==> src/rtl/rat_regfile_pkg.sv <==
// Shared types and constants for the architectural register file / rename table.
package rat_regfile_pkg;

   localparam int NREG   = 32;
   localparam int TAG_W  = 5;
   localparam int DATA_W = 32;
   localparam int AREG_W = $clog2(NREG);

   typedef logic [AREG_W-1:0] areg_t;
   typedef logic [TAG_W-1:0]  tag_t;
   typedef logic [DATA_W-1:0] data_t;

   localparam areg_t REG_ZERO = areg_t'(0);
   localparam areg_t REG_RA   = areg_t'(31);

   typedef struct packed {
      logic busy;
      tag_t tag;
   } rat_entry_t;

endpackage

==> src/rtl/rat_regfile_if.sv <==
// Issue/commit/flush/read bundle between the ROB-side producers and the register file.
interface rat_regfile_if;
   import rat_regfile_pkg::*;

   logic  write_rat;
   areg_t issue_dest;
   tag_t  issue_tag;
   logic  commit1;
   areg_t commit_addr;
   data_t commit_val;
   tag_t  commit_tag;
   logic  commit2;
   areg_t commit_addr2;
   data_t commit_val2;
   tag_t  commit_tag2;
   logic  flush;
   areg_t rs_addr;
   areg_t rt_addr;
   data_t rs_val;
   data_t rt_val;
   tag_t  rs_tag;
   tag_t  rt_tag;
   logic  rs_ready;
   logic  rt_ready;

   modport master (
      output write_rat, issue_dest, issue_tag,
      output commit1, commit_addr, commit_val, commit_tag,
      output commit2, commit_addr2, commit_val2, commit_tag2,
      output flush, rs_addr, rt_addr,
      input  rs_val, rt_val, rs_tag, rt_tag, rs_ready, rt_ready
   );

   modport slave (
      input  write_rat, issue_dest, issue_tag,
      input  commit1, commit_addr, commit_val, commit_tag,
      input  commit2, commit_addr2, commit_val2, commit_tag2,
      input  flush, rs_addr, rt_addr,
      output rs_val, rt_val, rs_tag, rt_tag, rs_ready, rt_ready
   );

endinterface

==> src/rtl/rat_regfile_read_port.sv <==
// One source-operand lookup: committed value, same-cycle commit bypass, or pending ROB tag.
module rat_regfile_read_port
   import rat_regfile_pkg::*;
(
   input  areg_t      addr_i,
   input  rat_entry_t entry_i,
   input  data_t      reg_val_i,
   input  logic       commit1_i,
   input  tag_t       commit_tag1_i,
   input  data_t      commit_val1_i,
   input  logic       commit2_i,
   input  tag_t       commit_tag2_i,
   input  data_t      commit_val2_i,
   output data_t      val_o,
   output tag_t       tag_o,
   output logic       ready_o
);

   always_comb begin
      val_o   = reg_val_i;
      tag_o   = '0;
      ready_o = 1'b1;
      if (addr_i == REG_ZERO) begin
         val_o = '0;
      end else if (!entry_i.busy) begin
         val_o = reg_val_i;
      end else if (commit2_i && (commit_tag2_i == entry_i.tag)) begin
         // younger commit checked first so it wins when both tags match
         val_o = commit_val2_i;
      end else if (commit1_i && (commit_tag1_i == entry_i.tag)) begin
         val_o = commit_val1_i;
      end else begin
         ready_o = 1'b0;
         tag_o   = entry_i.tag;
      end
   end

endmodule

==> src/rtl/rat_regfile.sv <==
// Architectural register file fused with the register alias table (busy + ROB tag per register).
module rat_regfile
   import rat_regfile_pkg::*;
(
   input logic          clk,
   input logic          rst,
   rat_regfile_if.slave bus
);

   data_t      regs_q [NREG];
   data_t      regs_d [NREG];
   rat_entry_t ren_q  [NREG];
   rat_entry_t ren_d  [NREG];

   always_comb begin
      regs_d = regs_q;
      if (bus.commit1 && (bus.commit_addr != REG_ZERO)) begin
         regs_d[bus.commit_addr] = bus.commit_val;
      end
      if (bus.commit2 && (bus.commit_addr2 != REG_ZERO)) begin
         regs_d[bus.commit_addr2] = bus.commit_val2;
      end
   end

   // busy only drops when the committing tag is still the live mapping;
   // the issue rename is applied last so it overrides flush and commit clears
   always_comb begin
      ren_d = ren_q;
      for (int i = 0; i < NREG; i++) begin
         if (bus.flush) begin
            ren_d[i].busy = 1'b0;
         end else begin
            if (bus.commit1 && (bus.commit_addr == areg_t'(i)) &&
                ren_q[i].busy && (ren_q[i].tag == bus.commit_tag)) begin
               ren_d[i].busy = 1'b0;
            end
            if (bus.commit2 && (bus.commit_addr2 == areg_t'(i)) &&
                ren_q[i].busy && (ren_q[i].tag == bus.commit_tag2)) begin
               ren_d[i].busy = 1'b0;
            end
         end
      end
      if (bus.write_rat && (bus.issue_dest != REG_ZERO)) begin
         ren_d[bus.issue_dest].busy = 1'b1;
         ren_d[bus.issue_dest].tag  = bus.issue_tag;
      end
   end

   always_ff @(posedge clk or negedge rst) begin
      if (!rst) begin
         for (int i = 0; i < NREG; i++) begin
            regs_q[i] <= '0;
            ren_q[i]  <= '0;
         end
      end else begin
         regs_q <= regs_d;
         ren_q  <= ren_d;
      end
   end

   rat_regfile_read_port u_rs_port (
      .addr_i        (bus.rs_addr),
      .entry_i       (ren_q[bus.rs_addr]),
      .reg_val_i     (regs_q[bus.rs_addr]),
      .commit1_i     (bus.commit1),
      .commit_tag1_i (bus.commit_tag),
      .commit_val1_i (bus.commit_val),
      .commit2_i     (bus.commit2),
      .commit_tag2_i (bus.commit_tag2),
      .commit_val2_i (bus.commit_val2),
      .val_o         (bus.rs_val),
      .tag_o         (bus.rs_tag),
      .ready_o       (bus.rs_ready)
   );

   rat_regfile_read_port u_rt_port (
      .addr_i        (bus.rt_addr),
      .entry_i       (ren_q[bus.rt_addr]),
      .reg_val_i     (regs_q[bus.rt_addr]),
      .commit1_i     (bus.commit1),
      .commit_tag1_i (bus.commit_tag),
      .commit_val1_i (bus.commit_val),
      .commit2_i     (bus.commit2),
      .commit_tag2_i (bus.commit_tag2),
      .commit_val2_i (bus.commit_val2),
      .val_o         (bus.rt_val),
      .tag_o         (bus.rt_tag),
      .ready_o       (bus.rt_ready)
   );

endmodule

==> src/flat_wrapper.sv <==
// flat-port wrapper written by rule: the top's interface ports become plain ports
module rat_regfile_flat import rat_regfile_pkg::*;
  (clk, rst, bus_write_rat, bus_issue_dest, bus_issue_tag, bus_commit1, bus_commit_addr, bus_commit_val, bus_commit_tag, bus_commit2, bus_commit_addr2, bus_commit_val2, bus_commit_tag2, bus_flush, bus_rs_addr, bus_rt_addr, bus_rs_val, bus_rt_val, bus_rs_tag, bus_rt_tag, bus_rs_ready, bus_rt_ready);
  rat_regfile_if bus_i ();
  input logic clk;
  input logic rst;
  input wire logic [$bits(bus_i.write_rat)-1:0] bus_write_rat;
  input wire logic [$bits(bus_i.issue_dest)-1:0] bus_issue_dest;
  input wire logic [$bits(bus_i.issue_tag)-1:0] bus_issue_tag;
  input wire logic [$bits(bus_i.commit1)-1:0] bus_commit1;
  input wire logic [$bits(bus_i.commit_addr)-1:0] bus_commit_addr;
  input wire logic [$bits(bus_i.commit_val)-1:0] bus_commit_val;
  input wire logic [$bits(bus_i.commit_tag)-1:0] bus_commit_tag;
  input wire logic [$bits(bus_i.commit2)-1:0] bus_commit2;
  input wire logic [$bits(bus_i.commit_addr2)-1:0] bus_commit_addr2;
  input wire logic [$bits(bus_i.commit_val2)-1:0] bus_commit_val2;
  input wire logic [$bits(bus_i.commit_tag2)-1:0] bus_commit_tag2;
  input wire logic [$bits(bus_i.flush)-1:0] bus_flush;
  input wire logic [$bits(bus_i.rs_addr)-1:0] bus_rs_addr;
  input wire logic [$bits(bus_i.rt_addr)-1:0] bus_rt_addr;
  output wire logic [$bits(bus_i.rs_val)-1:0] bus_rs_val;
  output wire logic [$bits(bus_i.rt_val)-1:0] bus_rt_val;
  output wire logic [$bits(bus_i.rs_tag)-1:0] bus_rs_tag;
  output wire logic [$bits(bus_i.rt_tag)-1:0] bus_rt_tag;
  output wire logic [$bits(bus_i.rs_ready)-1:0] bus_rs_ready;
  output wire logic [$bits(bus_i.rt_ready)-1:0] bus_rt_ready;
  assign bus_i.write_rat = bus_write_rat;
  assign bus_i.issue_dest = bus_issue_dest;
  assign bus_i.issue_tag = bus_issue_tag;
  assign bus_i.commit1 = bus_commit1;
  assign bus_i.commit_addr = bus_commit_addr;
  assign bus_i.commit_val = bus_commit_val;
  assign bus_i.commit_tag = bus_commit_tag;
  assign bus_i.commit2 = bus_commit2;
  assign bus_i.commit_addr2 = bus_commit_addr2;
  assign bus_i.commit_val2 = bus_commit_val2;
  assign bus_i.commit_tag2 = bus_commit_tag2;
  assign bus_i.flush = bus_flush;
  assign bus_i.rs_addr = bus_rs_addr;
  assign bus_i.rt_addr = bus_rt_addr;
  assign bus_rs_val = bus_i.rs_val;
  assign bus_rt_val = bus_i.rt_val;
  assign bus_rs_tag = bus_i.rs_tag;
  assign bus_rt_tag = bus_i.rt_tag;
  assign bus_rs_ready = bus_i.rs_ready;
  assign bus_rt_ready = bus_i.rt_ready;
  rat_regfile u_core (.clk(clk), .rst(rst), .bus(bus_i));
endmodule
==> config.mk <==
export PLATFORM = sky130hd
export DESIGN_NAME = rat_regfile_flat
export DESIGN_NICKNAME = d
export VERILOG_FILES = /design/src/rtl/rat_regfile_pkg.sv /design/src/rtl/rat_regfile_if.sv /design/src/rtl/rat_regfile_read_port.sv /design/src/rtl/rat_regfile.sv /design/src/flat_wrapper.sv
export SDC_FILE = /design/constraint.sdc
export NUM_CORES = 2
export LEC_CHECK = 0
export CAP_MARGIN = 20
export CORE_UTILIZATION = 26
export CTS_CLUSTER_DIAMETER = 200
export DETAILED_ROUTE_END_ITERATION = 6
export HOLD_SLACK_MARGIN = 0.02
export PLACE_DENSITY = 0.53
export SLEW_MARGIN = 20
export SYNTH_ARGS = -nofsm -noshare
export SYNTH_HDL_FRONTEND = slang
export SYNTH_HIERARCHICAL = 1
export SYNTH_SLANG_ARGS = --single-unit
==> constraint.sdc <==
create_clock -name clk -period 3.1 [get_ports clk]
set_input_delay 0.31 -clock clk [delete_from_list [all_inputs] [get_ports clk]]
set_output_delay 0.31 -clock clk [all_outputs]
set_load 0.02 [all_outputs]
Word level (Yosys, flattened, before mapping)
Index checks and enable logic that the tools add are counted.
- flip-flop bits (word level): 1216
- bits of input ports: 110
- order comparisons: 8
- equality and inequality tests: 130
- mux-type cells: 147
- bitwise operators: 5
- reduce and logical (&&, ||, !) cells: 209
- operators by type and width (operator ; count):
    bitwise mux 1024 bit ; 2
    2-to-1 mux 1024 bit ; 2
    2-to-1 mux 32 bit ; 14
    bitwise mux 192 bit ; 2
    equality test 5 bit ; 68
    binary-select mux 32 bit (select 5 bit) ; 2
    demux 32 bit (select 5 bit) ; 2
    logical AND 1 bit ; 202
    2-to-1 mux 192 bit ; 1
    equality test 5 bit, second input constant ; 32
    2-to-1 mux 1 bit ; 104
    equality test 5 x 4 -> 1 bit, second input constant ; 16
    binary-select mux 6 bit (select 5 bit) ; 2
    demux 6 bit (select 5 bit) ; 2
    2-to-1 mux 5 bit ; 9
    equality test 5 x 3 -> 1 bit, second input constant ; 8
    greater-or-equal comparator 6 bit, second input constant ; 5
    2-to-1 mux 6 bit ; 5
    NOT 5 -> 6 bit ; 5
    equality test 5 x 2 -> 1 bit, second input constant ; 4
    logical NOT 5 bit ; 4
    less-than comparator 6 x 1 -> 1 bit, second input constant ; 3
    nonzero test 5 bit ; 3
    equality test 5 x 1 -> 1 bit, second input constant ; 2

Longest topological paths before layout
- depth in word-level cells: 10
- mapped depth: 15
- depth with buffers taken out: 10

Hierarchy
The synthesis kept the hierarchy.
- by module, submodules not included (module ; times used ; cells an instance ; area an instance (um^2)):
    rat_regfile ; 1 ; 8436 ; 78953.2
    rat_regfile_read_port ; 2 ; 176 ; 1021.0

Least setup slack after synthesis
Ideal clock, no wire load.
- path type: input to output
- start point: input bus_rt_addr[1]
- end point: output bus_rt_val[10]
- data arrival time: 3127 ps
- slack: -337 ps
- stages: 14
- path buffers: 5
- path through: buf_2 > buf_2 > buf_2 > buf_2 > mux2i_1 > a22oi_1 > a31oi_1 > nand3_1 > xnor2_1 > nand4_2 > o22ai_2 > buf_4 > a21oi_1 > a311oi_1
- longest elaborated chain between the ends: 10
- RTL lines (element ; line ; source):
    start, declared ; flat_wrapper.sv:20 ; input wire logic [$bits(bus_i.rt_addr)-1:0] bus_rt_addr;
    NOT 5 -> 6 bit (implied by the code) ; rat_regfile.sv:78, rat_regfile.sv:79 ;
    binary-select mux 6 bit (select 5 bit) ; rat_regfile.sv:78 ; .entry_i (ren_q[bus.rt_addr]),
    2-to-1 mux 6 bit (implied by the code) (2 in a row) ; rat_regfile.sv:78 ;
    equality test 5 bit ; rat_regfile_read_port.sv:30 ; end else if (commit1_i && (commit_tag1_i == entry_i.tag)) begin
    logical AND 1 bit ; rat_regfile_read_port.sv:30 ;
    2-to-1 mux 32 bit ; rat_regfile_read_port.sv:30 ;
    2-to-1 mux 32 bit ; rat_regfile_read_port.sv:27 ; end else if (commit2_i && (commit_tag2_i == entry_i.tag)) begin
    2-to-1 mux 32 bit ; rat_regfile_read_port.sv:25 ; end else if (!entry_i.busy) begin
    2-to-1 mux 32 bit * ; rat_regfile_read_port.sv:23 ; if (addr_i == REG_ZERO) begin
    end, declared ; flat_wrapper.sv:22 ; output wire logic [$bits(bus_i.rt_val)-1:0] bus_rt_val;
Mark *: on every way between the ends. The rest lies on a longest branch, timed or not. The select of a mux whose other input is x is not followed.

==> impl_metrics.csv <==
group,metric,value,unit
drt,wl_per_cell,29.3,um
critical_path,critPathLaunchType,"register",
logic_synthesis,async_flop_share,100,%
sta,hold_ws,0.238,ns
critical_path,crit_required,2.79,ns
sta,totalNegativeSetupSlack,-76.34,ns
grt,antenna_found_initial,19,
status,violations,"DRC, setup timing",
drt,dr.pass1.iters,7,
logic_synthesis,synthDistinctLibCells,63,
grt,grt_max_degree,152,
logic_synthesis,synth_top_family_by_area,"multiplexers",
grt,grt_first_pass_wirelength,540000,um
power_and_ir_drop,p_sw,20.0,mW
sta,fin_crit,4.21,ns
placement,io_buffers,185,
logic_synthesis,synth_ff_type,"dfrtp_1",
power_and_ir_drop,power,58.4,mW
logic_synthesis,synth_area,81000,um^2
logic_synthesis,synthCells,8788,
cells_and_area,nNetsFinal,9052,
drt,drtAntennaViolNets,0,
floorplan,die_h,560,um
logic_synthesis,synth_fa_ha_area_share,0,%
logic_synthesis,synth_nets,8898,
sta,fin_skew,0.0258,ns
power_and_ir_drop,p_per_area,591,nW/um^2
sta,max_slew_margin,29.3,%
floorplan,core,309000,um^2
clocking,h-tree-depth,4,
placement,place_congestion,0.933,
floorplan,ios,186,
critical_path,arrival,3.90,ns
grt,track_usage,23.4,%
logic_synthesis,yosysWarnings,6,
clocking,clk_latency,0.80,ns
placement,dpl_worst_slack,-1.65,ns
cells_and_area,syn2layout_area_growth,22.2,%
cells_and_area,drive_above_1_share,17.0,%
clocking,cts.path.max_buffers,4,
hold_path,hp-class,"input pin to asynchronous set/reset pin",
floorplan,die_w,560,um
logic_synthesis,synthSimpleGateAreaFrac,11.0,%
clocking,cts_sinks,1216,
floorplan,rows,204,
grt,grt_util_met1,29.2,%
drt,wl,387000,um
power_and_ir_drop,p_leak,44.5,nW
drt,drt_iter0_markers,8067,
grt,first_global_vias,71700,
grt,grt-ovfl-total,0,
power_and_ir_drop,p_seq_share,39.7,%
sta,setup_viol,76,
sta,rsz0062_at_grt,"yes",
clocking,cts_buffers,149,
clocking,cts-root-buf,"clkbuf_16",
grt,grt_busiest_layer,"met2",
sta,tightest_slew,1.06,ns
logic_synthesis,synthMuxAreaShare,28.6,%
logic_synthesis,synth-compound-area-share,13.9,%
logic_synthesis,ys_seq_area_share,37.6,%
power_and_ir_drop,vdd_drop_max,0.446,mV
power_and_ir_drop,clkPwrFrac,31.2,%
drt,num_vias,73200,
status,status,"finished, violations left",
power_and_ir_drop,swShare,34.3,%
critical_path,crit_type,"register to output pin",
floorplan,start_util,26.2,%
run,maxCapViolCount,0,
sta,final-max-slew-violation-count,0,
sta,fin_crit_sh,136,%
sta,fmax,237,MHz
logic_synthesis,synth_edf_count,0,
grt,use_met3,4.44,%
power_and_ir_drop,combPwrFrac,29.1,%
critical_path,cp-end-kind,"output pin",
placement,post-dp-hpwl,237000,um
clocking,clk_pin_slew_worst_paths,0.06,ns
grt,use_met2,37.0,%
sta,worst_slack,-1.11,ns
floorplan,dieArea,314000,um^2
logic_synthesis,syn_area_per_cell,9.22,um^2
power_and_ir_drop,p_int,38.4,mW
drt,viasPerCell,5.56,
clocking,cts_tree,"done",
logic_synthesis,synth-seq-cells,1216,
logic_synthesis,synthXorXnorAreaFrac,3.68,%
drt,drc,1,
critical_path,critPathMaxFanout,6,
sta,hold_viol,0,
-- cells in the mapped netlist, types with 3 or more instances --
cell type | count | area share (%)
nor2b_1 | 15 | 0.12
nor2_2 | 9 | 0.070
buf_1 | 50 | 0.23
nand2_1 | 781 | 3.6
buf_4 | 47 | 0.44
o21bai_1 | 4 | 0.037
or2_2 | 9 | 0.070
o32ai_1 | 4 | 0.043
nor3_1 | 113 | 0.70
nor4_1 | 29 | 0.22
xor2_1 | 159 | 1.7
a31oi_1 | 112 | 0.87
nor3b_1 | 8 | 0.074
nor2_8 | 3 | 0.074
nand3_1 | 282 | 1.7
nor2_4 | 5 | 0.070
a311oi_1 | 58 | 0.63
a32oi_1 | 34 | 0.37
nand4_1 | 32 | 0.25
a311oi_2 | 4 | 0.074
or3_1 | 3 | 0.023
inv_1 | 7 | 0.032
buf_2 | 264 | 1.6
and2_1 | 15 | 0.12
nand2b_1 | 12 | 0.093
o21ai_0 | 310 | 1.9
clkbuf_1 | 580 | 2.7
or2_1 | 4 | 0.031
a22o_1 | 152 | 1.6
mux2i_1 | 2140 | 26
a21oi_1 | 946 | 5.8
a31o_1 | 4 | 0.043
o311ai_0 | 5 | 0.054
buf_6 | 20 | 0.28
a31o_2 | 3 | 0.032
mux2_2 | 155 | 2.2
nand3b_1 | 5 | 0.046
or4_1 | 3 | 0.028
o41ai_1 | 4 | 0.043
o21ai_1 | 9 | 0.056
xnor2_1 | 181 | 2.0
a22oi_1 | 228 | 2.1
dfrtp_1 | 1216 | 38
nor2_1 | 736 | 3.4
-- timing repair --
action | 4_1_cts | 5_1_grt
endpoints found under the hold margin | 674 | 0
pin swaps | 33 | 81
gates cloned | 6 | 8
hold buffers | 2 | 0
setup endpoints to repair | 76 | 76
gates resized for setup | 523 | 124
setup buffers | 28 | 18
-- layout make-up --
class                           instances  area (um^2)
Fill cell                           31600       210000
Multi-Input combinational cell       6604        48600
Sequential cell                      1216        30400
Timing Repair Buffer                  964         9870
Tap cell                             4120         5150
Clock buffer                          217         4350
Clock inverter                         39          534
Inverter                                7         26.3
Antenna cell                            8         20.0
-- cells in the final DEF, fill, tap and decap left out, drive strengths merged, types with 7 or more instances in the layout --
master | netlist | final
a31o | 7 | 7
a22oi | 228 | 228
clkdlybuf4s50 | 0 | 96
o21ai | 319 | 319
a21oi | 946 | 946
or2 | 13 | 13
xor2 | 159 | 159
mux2 | 155 | 155
a31oi | 112 | 112
nand2b | 12 | 12
nand3 | 283 | 283
a32oi | 34 | 34
nor3b | 8 | 8
a311oi | 62 | 62
buf | 381 | 860
diode | 0 | 8
nand2 | 783 | 783
nor4 | 29 | 29
dfrtp | 1216 | 1216
bufinv | 0 | 12
and2 | 16 | 16
a22o | 152 | 152
xnor2 | 181 | 181
inv | 7 | 8
nor2b | 15 | 15
nand4 | 35 | 35
nor3 | 115 | 115
nor2 | 753 | 753
clkbuf | 580 | 224
clkinv | 0 | 21
mux2i | 2140 | 2140
-- worst paths after layout --
path / to / depth (start not counted) / from / slack [ns]
hold reg to reg: u_core/regs_q[1006]$_DFF_PN0_ / 0 / u_core/regs_q[1006]$_DFF_PN0_ / 0.40
max in group asynchronous: u_core/regs_q[136]$_DFF_PN0_ / 3 / rst / 1.90
setup / recovery: bus_rt_val[19] / 14 / register / -1.11
min in group clk: u_core/ren_q[101]$_DFF_PN0_ / 5 / bus_commit_tag[3] / 0.31
hold / removal: u_core/regs_q[937]$_DFF_PN0_ / 3 / rst / 0.24
setup reg to reg: u_core/ren_q[155]$_DFF_PN0_ / 6 / register / 1.41
-- power by group through the flow --
stage / Sequential (mW) / Clock [mW] / Combinational, mW
2_1_floorplan: 22.5 / 0 / 10.4
3_3_place_gp: 22.9 / 0 / 15.9
3_5_place_dp: 23.2 / 0 / 16.3
4_1_cts: 23.0 / 18.5 / 16.6
5_1_grt: 23.6 / 19.0 / 18.3
6_report: 23.2 / 18.2 / 17.0
-- critical path: stages (launching register included) --
cell and delay (ns):
dfrtp_1 0.42, mux2i_2 0.31, a22oi_1 0.19, a31oi_4 0.27
nand3_4 0.15, buf_6 0.16, xnor2_2 0.12, nand4_1 0.19
o22ai_4 0.11, buf_12 0.16, and2_4 0.18, buf_12 0.17
buf_12 0.15, a311oi_4 0.31, buf_6 0.17
-- through the flow --
stage               std cells  util (%)  instance area, um^2
detailed placement      12900      29.8                92300
finish                  13200      32.0                99000
global placement        12900      29.8                92300
CTS                     13200      31.7                98100
floorplan                8788         -                81800
global route            13200      32.0                99000
-- logic make-up (layout without fill, tap and decap cells) --
kind of cell | after synthesis | in the layout
compound gates | 1886 | 1886
xor+xnor | 340 | 340
buf+inv | 968 | 1227
flops | 1216 | 1216
mux | 2295 | 2295
other cells | 0 | 8
simple gates | 2083 | 2083
-- per-layer routing --
layer / wire (um) / part of all wire [%]
met2: 174000 / 45
met1: 153000 / 40
met3: 30800 / 8.0
met4: 28900 / 7.5
met5: 74 / 0.019
No activity file was read; power rests on OpenSTA's default activity.
